`config.mk`:
```
export PLATFORM = sky130hd
export DESIGN_NAME = sram_port_arb
export DESIGN_NICKNAME = d
export VERILOG_FILES = /design/src/rtl/sram_port_arb.sv
export SDC_FILE = /design/constraint.sdc
export NUM_CORES = 1
export LEC_CHECK = 0
export BUFFER_PORTS_ARGS = -buffer_cell sky130_fd_sc_hd__buf_2
export CAP_MARGIN = 5
export CORE_AREA = 5 5 83 85
export DETAILED_ROUTE_END_ITERATION = 10
export DIE_AREA = 0 0 88 90
export GPL_TIMING_DRIVEN = 0
export PLACE_DENSITY = 0.66
export SLEW_MARGIN = 10
export SYNTH_ARGS = -nofsm -noshare
export SYNTH_HDL_FRONTEND = slang
export SYNTH_SLANG_ARGS = --single-unit
```
`constraint.sdc`:
```
create_clock -name clk -period 3.1 [get_ports clk]
set_clock_uncertainty 0.05 [all_clocks]
set_input_delay 0.31 -clock clk [delete_from_list [all_inputs] [get_ports clk]]
set_output_delay 0.31 -clock clk [all_outputs]
set_load 0.005 [all_outputs]
```
`src/rtl/sram_port_arb.sv`:
```
// Arbiter sharing one single-port 4-lane SRAM between the IFU fetch port and the LSU data port.
// LSU has priority unless the IFU has been denied STARVE_MAX cycles in a row.
module sram_port_arb #(
    parameter int AW         = 16,
    parameter int STARVE_MAX = 4
) (
    input  logic          clk,
    input  logic          rst,
    input  logic          ifu_req,
    input  logic [AW-1:0] ifu_a,
    output logic          ifu_gnt,
    output logic          ifu_rvld,
    output logic [31:0]   ifu_rd,
    input  logic          lsu_req,
    input  logic          lsu_we,
    input  logic [3:0]    lsu_be,
    input  logic [AW-1:0] lsu_a,
    input  logic [31:0]   lsu_wd,
    output logic          lsu_gnt,
    output logic          lsu_rvld,
    output logic [31:0]   lsu_rd,
    output logic          sram_e,
    output logic [3:0]    sram_we,
    output logic [AW-3:0] sram_a,
    output logic [31:0]   sram_wd,
    input  logic [31:0]   sram_rd
);

    typedef enum logic [1:0] {
        OWN_NONE = 2'd0,
        OWN_IFU  = 2'd1,
        OWN_LSU  = 2'd2
    } own_e;

    own_e       rd_own_q, rd_own_d;
    logic [3:0] starve_cnt_q, starve_cnt_d;
    logic       ifu_pri;
    logic       unused_addr_lsb;

    // Byte-offset bits are meaningless for a word-wide SRAM.
    assign unused_addr_lsb = ^{ifu_a[1:0], lsu_a[1:0]};

    always_comb begin
        ifu_gnt = 1'b0;
        lsu_gnt = 1'b0;
        ifu_pri = (starve_cnt_q == 4'(STARVE_MAX));
        if (!rst) begin
            if (ifu_pri) begin
                if (ifu_req)      ifu_gnt = 1'b1;
                else if (lsu_req) lsu_gnt = 1'b1;
            end else begin
                if (lsu_req)      lsu_gnt = 1'b1;
                else if (ifu_req) ifu_gnt = 1'b1;
            end
        end
    end

    assign sram_e  = ifu_gnt | lsu_gnt;
    assign sram_a  = ifu_gnt ? ifu_a[AW-1:2] : lsu_a[AW-1:2];
    assign sram_wd = lsu_gnt ? lsu_wd : 32'h0;
    assign sram_we = (lsu_gnt && lsu_we) ? lsu_be : 4'b0000;

    always_comb begin
        starve_cnt_d = starve_cnt_q;
        if (rst || ifu_gnt)
            starve_cnt_d = 4'd0;
        else if (ifu_req && (starve_cnt_q < 4'(STARVE_MAX)))
            starve_cnt_d = starve_cnt_q + 4'd1;
    end

    // Remember who owns the read data that the SRAM returns next cycle.
    always_comb begin
        rd_own_d = OWN_NONE;
        if (ifu_gnt)
            rd_own_d = OWN_IFU;
        else if (lsu_gnt && !lsu_we)
            rd_own_d = OWN_LSU;
    end

    always_ff @(posedge clk) begin
        if (rst) begin
            starve_cnt_q <= 4'd0;
            rd_own_q     <= OWN_NONE;
        end else begin
            starve_cnt_q <= starve_cnt_d;
            rd_own_q     <= rd_own_d;
        end
    end

    // Gating with rst drops a read granted just before reset asserted.
    assign ifu_rvld = (rd_own_q == OWN_IFU) && !rst;
    assign lsu_rvld = (rd_own_q == OWN_LSU) && !rst;
    assign ifu_rd   = sram_rd;
    assign lsu_rd   = sram_rd;

endmodule

```
==> impl_metrics.xml <==
<?xml version="1.0" encoding="UTF-8"?>
<metrics>
  <group name="global_route">
    <metric name="grt-ovfl-total" unit="">0</metric>
    <metric name="grt_pass1_wl" unit="µm">7490</metric>
    <metric name="globalRouteTotalUtil" unit="">0.116</metric>
    <metric name="first_global_vias" unit="">1530</metric>
    <metric name="largest_net_degree_at_the_start_of_global_routing" unit="">11</metric>
    <metric name="antenna_found_initial" unit="">0</metric>
  </group>
  <group name="logic_synthesis">
    <metric name="postSynthAreaPerCell" unit="µm²">8.38</metric>
    <metric name="synth-seq-cells" unit="">6</metric>
    <metric name="synthesis.nets" unit="">256</metric>
    <metric name="synth.yosys.seq_area_share" unit="">0.0962</metric>
    <metric name="synthesis.area" unit="µm²">1250</metric>
    <metric name="synth_simple_gate_area_frac" unit="">0.263</metric>
    <metric name="dominant_combinational_cell_family_by_area_after_synthesis" unit="">buffers and inverters</metric>
    <metric name="synth_area_leaders" unit="">sky130_fd_sc_hd__buf_4, sky130_fd_sc_hd__and2_1, sky130_fd_sc_hd__dfxtp_1</metric>
    <metric name="post_synth_inst_count" unit="">149</metric>
    <metric name="synth.distinct_cells" unit="">26</metric>
    <metric name="synth_adder_area_share" unit="">0.0200</metric>
    <metric name="ys.warnings.count" unit="">0</metric>
    <metric name="synth_top_cell_area_share" unit="">0.385</metric>
    <metric name="yosys.area.top_type" unit="">sky130_fd_sc_hd__buf_4</metric>
    <metric name="post_synth_mux_area_share" unit="">0.158</metric>
    <metric name="synth_compound_gate_area_share" unit="">0.0220</metric>
    <metric name="synth-xor-area-share" unit="">0.00701</metric>
  </group>
  <group name="clocking">
    <metric name="htree_num_levels" unit="">1</metric>
    <metric name="resized_gates_after_cts" unit="">0</metric>
    <metric name="numCtsBuffers" unit="">3</metric>
    <metric name="post_cts.repair.setup_buffers" unit="">0</metric>
    <metric name="cts_sinks" unit="">6</metric>
    <metric name="insertion_delay" unit="ns">0.22</metric>
    <metric name="cts_buffer_depth" unit="">2</metric>
    <metric name="hold_buffers" unit="">0</metric>
    <metric name="clock_pin_slew_reported_for_the_worst_setup_and_hold_paths_after_clock_tree_synthesis" unit="ns">0.04</metric>
    <metric name="tritoncts" unit="">done</metric>
    <metric name="cts-root-buf" unit="">sky130_fd_sc_hd__clkbuf_8</metric>
  </group>
  <group name="setup_path">
    <metric name="cp-start-kind" unit="">register</metric>
    <metric name="critPathArrivalTime" unit="ns">1.86</metric>
    <metric name="timing.critical_path.fanout_max" unit="">10</metric>
    <metric name="kind_of_critical_path" unit="">reg -&gt; out</metric>
    <metric name="worstPathRequired" unit="ns">2.74</metric>
    <metric name="worstSetupEndpointType" unit="">output port</metric>
  </group>
  <group name="layout">
    <metric name="syn2layout_area_growth" unit="%">85.6</metric>
    <metric name="fill_cells" unit="">627</metric>
    <metric name="antenna-diode-count" unit="">0</metric>
    <metric name="layout.nets" unit="">447</metric>
    <metric name="design_area" unit="µm²">2320</metric>
    <metric name="layout-drive-gt1-share" unit="">0.814</metric>
    <metric name="postLayoutCoreUtil" unit="">0.378</metric>
  </group>
  <group name="drt">
    <metric name="firstDrtPassIters" unit="">3</metric>
    <metric name="wirelength" unit="µm">5190</metric>
    <metric name="drt_iter0_markers" unit="">20</metric>
    <metric name="route.detailed.drc" unit="">0</metric>
    <metric name="vias" unit="">1545</metric>
    <metric name="via_count_normalized_by_instance_count" unit="">3.72</metric>
    <metric name="detail_route.wl_per_cell" unit="µm">12.5</metric>
    <metric name="postRouteAntennaNets" unit="">0</metric>
  </group>
  <group name="floorplanning">
    <metric name="ioPinCount" unit="">224</metric>
    <metric name="die_area" unit="µm²">7920</metric>
    <metric name="initial_utilization" unit="">0.204</metric>
    <metric name="die_x" unit="µm">88</metric>
    <metric name="num_rows" unit="">29</metric>
    <metric name="fp.dieH" unit="µm">90</metric>
    <metric name="floorplan.core_area" unit="µm²">6130</metric>
  </group>
  <group name="pwr">
    <metric name="power.density_cell_area" unit="nW/µm²">191</metric>
    <metric name="p_leak" unit="nW">1.45</metric>
    <metric name="ir_worst_vdd" unit="µV">123</metric>
    <metric name="overall_power_after_layout" unit="mW">0.444</metric>
  </group>
  <group name="timing">
    <metric name="finalWorstSetupSlack" unit="ns">0.877</metric>
    <metric name="rsz0062_at_grt" unit="">no</metric>
    <metric name="worst_slew_margin_rel" unit="">0.792</metric>
    <metric name="worst_pin_slew" unit="ns">0.312</metric>
    <metric name="finalHoldViolations" unit="">0</metric>
    <metric name="report.final.setup_viol" unit="">0</metric>
    <metric name="timing_max_transition_violations_final" unit="">0</metric>
    <metric name="fin_crit" unit="ns">2.22</metric>
    <metric name="final_sum_of_negative_setup_slack" unit="ns">0</metric>
    <metric name="post-route-period-util" unit="">0.717</metric>
    <metric name="fmax" unit="MHz">450</metric>
  </group>
  <group name="place">
    <metric name="finalWeightedCongestion" unit="">0.736</metric>
    <metric name="preCtsSetupSlack" unit="ns">1.08</metric>
    <metric name="hpwlAfterDp" unit="µm">4770</metric>
    <metric name="place.port_buffers" unit="">186</metric>
    <metric name="placed_area" unit="µm²">2280</metric>
  </group>
  <group name="hold_path">
    <metric name="hold_path.class" unit="">in -&gt; reg</metric>
  </group>
  <group name="flow_run">
    <metric name="maxCapViolCount" unit="">0</metric>
  </group>
  <group name="outcome">
    <metric name="run_status" unit="">completed</metric>
  </group>
</metrics>
[cell usage after synthesis]
cell,number
sky130_fd_sc_hd__buf_4,64
sky130_fd_sc_hd__and2_1,32
sky130_fd_sc_hd__mux2_4,8
sky130_fd_sc_hd__dfxtp_1,6
sky130_fd_sc_hd__mux2_2,6
sky130_fd_sc_hd__and3_1,4
sky130_fd_sc_hd__nor3_1,4
sky130_fd_sc_hd__buf_2,3
sky130_fd_sc_hd__inv_1,3
sky130_fd_sc_hd__ha_1,2
sky130_fd_sc_hd__nor3b_1,2
sky130_fd_sc_hd__a21oi_1,1
sky130_fd_sc_hd__a21oi_4,1
sky130_fd_sc_hd__a31oi_1,1
sky130_fd_sc_hd__and3b_1,1
sky130_fd_sc_hd__buf_12,1
sky130_fd_sc_hd__buf_6,1
sky130_fd_sc_hd__clkbuf_1,1
sky130_fd_sc_hd__mux2i_1,1
sky130_fd_sc_hd__nand2_1,1
sky130_fd_sc_hd__nand2b_1,1
sky130_fd_sc_hd__nand4b_4,1
sky130_fd_sc_hd__nor2b_1,1
sky130_fd_sc_hd__nor3b_2,1
sky130_fd_sc_hd__or2_1,1
sky130_fd_sc_hd__xnor2_1,1
[stage by stage]
| step | instances | hold WS (ns) |
|---|---|---|
| floorplan | 149 | 0.332 |
| global placement | 412 | 0.424 |
| detailed placement | 412 | 0.432 |
| CTS | 415 | 0.273 |
| global route | 415 | 0.297 |
| finish | 415 | 0.268 |
[worst paths after layout]
kind	depth (start not counted)	slack, ns	from	end
max	7	0.88	starve_cnt_q[0]	sram_a[9]
min	2	0.27	lsu_we	rd_own_q[1]
max reg2reg	6	1.66	starve_cnt_q[0]	rd_own_q[1]
min reg2reg	2	0.44	starve_cnt_q[3]	starve_cnt_q[3]
[final cells by class]
type                    count  area [µm²]  area share
plain buffers              70         531       0.229
clock buffers               3        41.3      0.0178
inverters                   3        11.3     0.00486
multi-input cells          70         587       0.253
flip-flops and latches      6         120      0.0518
well taps                  77        96.3      0.0416
repair buffers            186         931       0.402
[state kept, by name (all words and copies together), names as in the netlist]
name and flops:
starve_cnt_q 4, rd_own_q 2
[cell families after synthesis]
kind of cell               Yosys count
adders and majority gates            2
buffers and inverters               73
xor gates and xnor gates             1
and+or+nand+nor                     49
AOI/OAI and AO/OA                    3
DFF                                  6
muxes                               15
[per-layer routing]
layer / vias to the layer above / GRT usage / share of wire
met3: 4 / 0.0384 / 0.12
met1: 660 / 0.120 / 0.34
met4: 0 / 0.0115 / 0.0046
met2: 91 / 0.225 / 0.54
met5: - / 0 / 0
li1: 790 / - / -
[report_power, final]
group	switching, mW	leakage, nW	internal (mW)
registers	0.00207	0.0489	0.0806
logic	0.0840	1.38	0.164
clock network	0.0297	0.0216	0.0831
[worst max-delay path, stage by stage (launching register included)]
cell                       delay, ns
sky130_fd_sc_hd__dfxtp_1        0.32
sky130_fd_sc_hd__inv_1          0.06
sky130_fd_sc_hd__ha_1           0.19
sky130_fd_sc_hd__nand4b_4       0.14
sky130_fd_sc_hd__a21oi_4        0.31
sky130_fd_sc_hd__buf_12         0.19
sky130_fd_sc_hd__mux2_4         0.30
sky130_fd_sc_hd__buf_2          0.13
[cell usage in the layout, fill, tap and decap left out, types with 2 or more instances in the layout]
cell type / netlist / routed
sky130_fd_sc_hd__ha_1: 2 / 2
sky130_fd_sc_hd__nor3b_1: 2 / 2
sky130_fd_sc_hd__buf_4: 64 / 64
sky130_fd_sc_hd__mux2_4: 8 / 8
sky130_fd_sc_hd__clkbuf_8: 0 / 3
sky130_fd_sc_hd__buf_2: 3 / 189
sky130_fd_sc_hd__and2_1: 32 / 32
sky130_fd_sc_hd__inv_1: 3 / 3
sky130_fd_sc_hd__nor3_1: 4 / 4
sky130_fd_sc_hd__and3_1: 4 / 4
sky130_fd_sc_hd__mux2_2: 6 / 6
sky130_fd_sc_hd__dfxtp_1: 6 / 6
(Power assumes the default switching activity.)
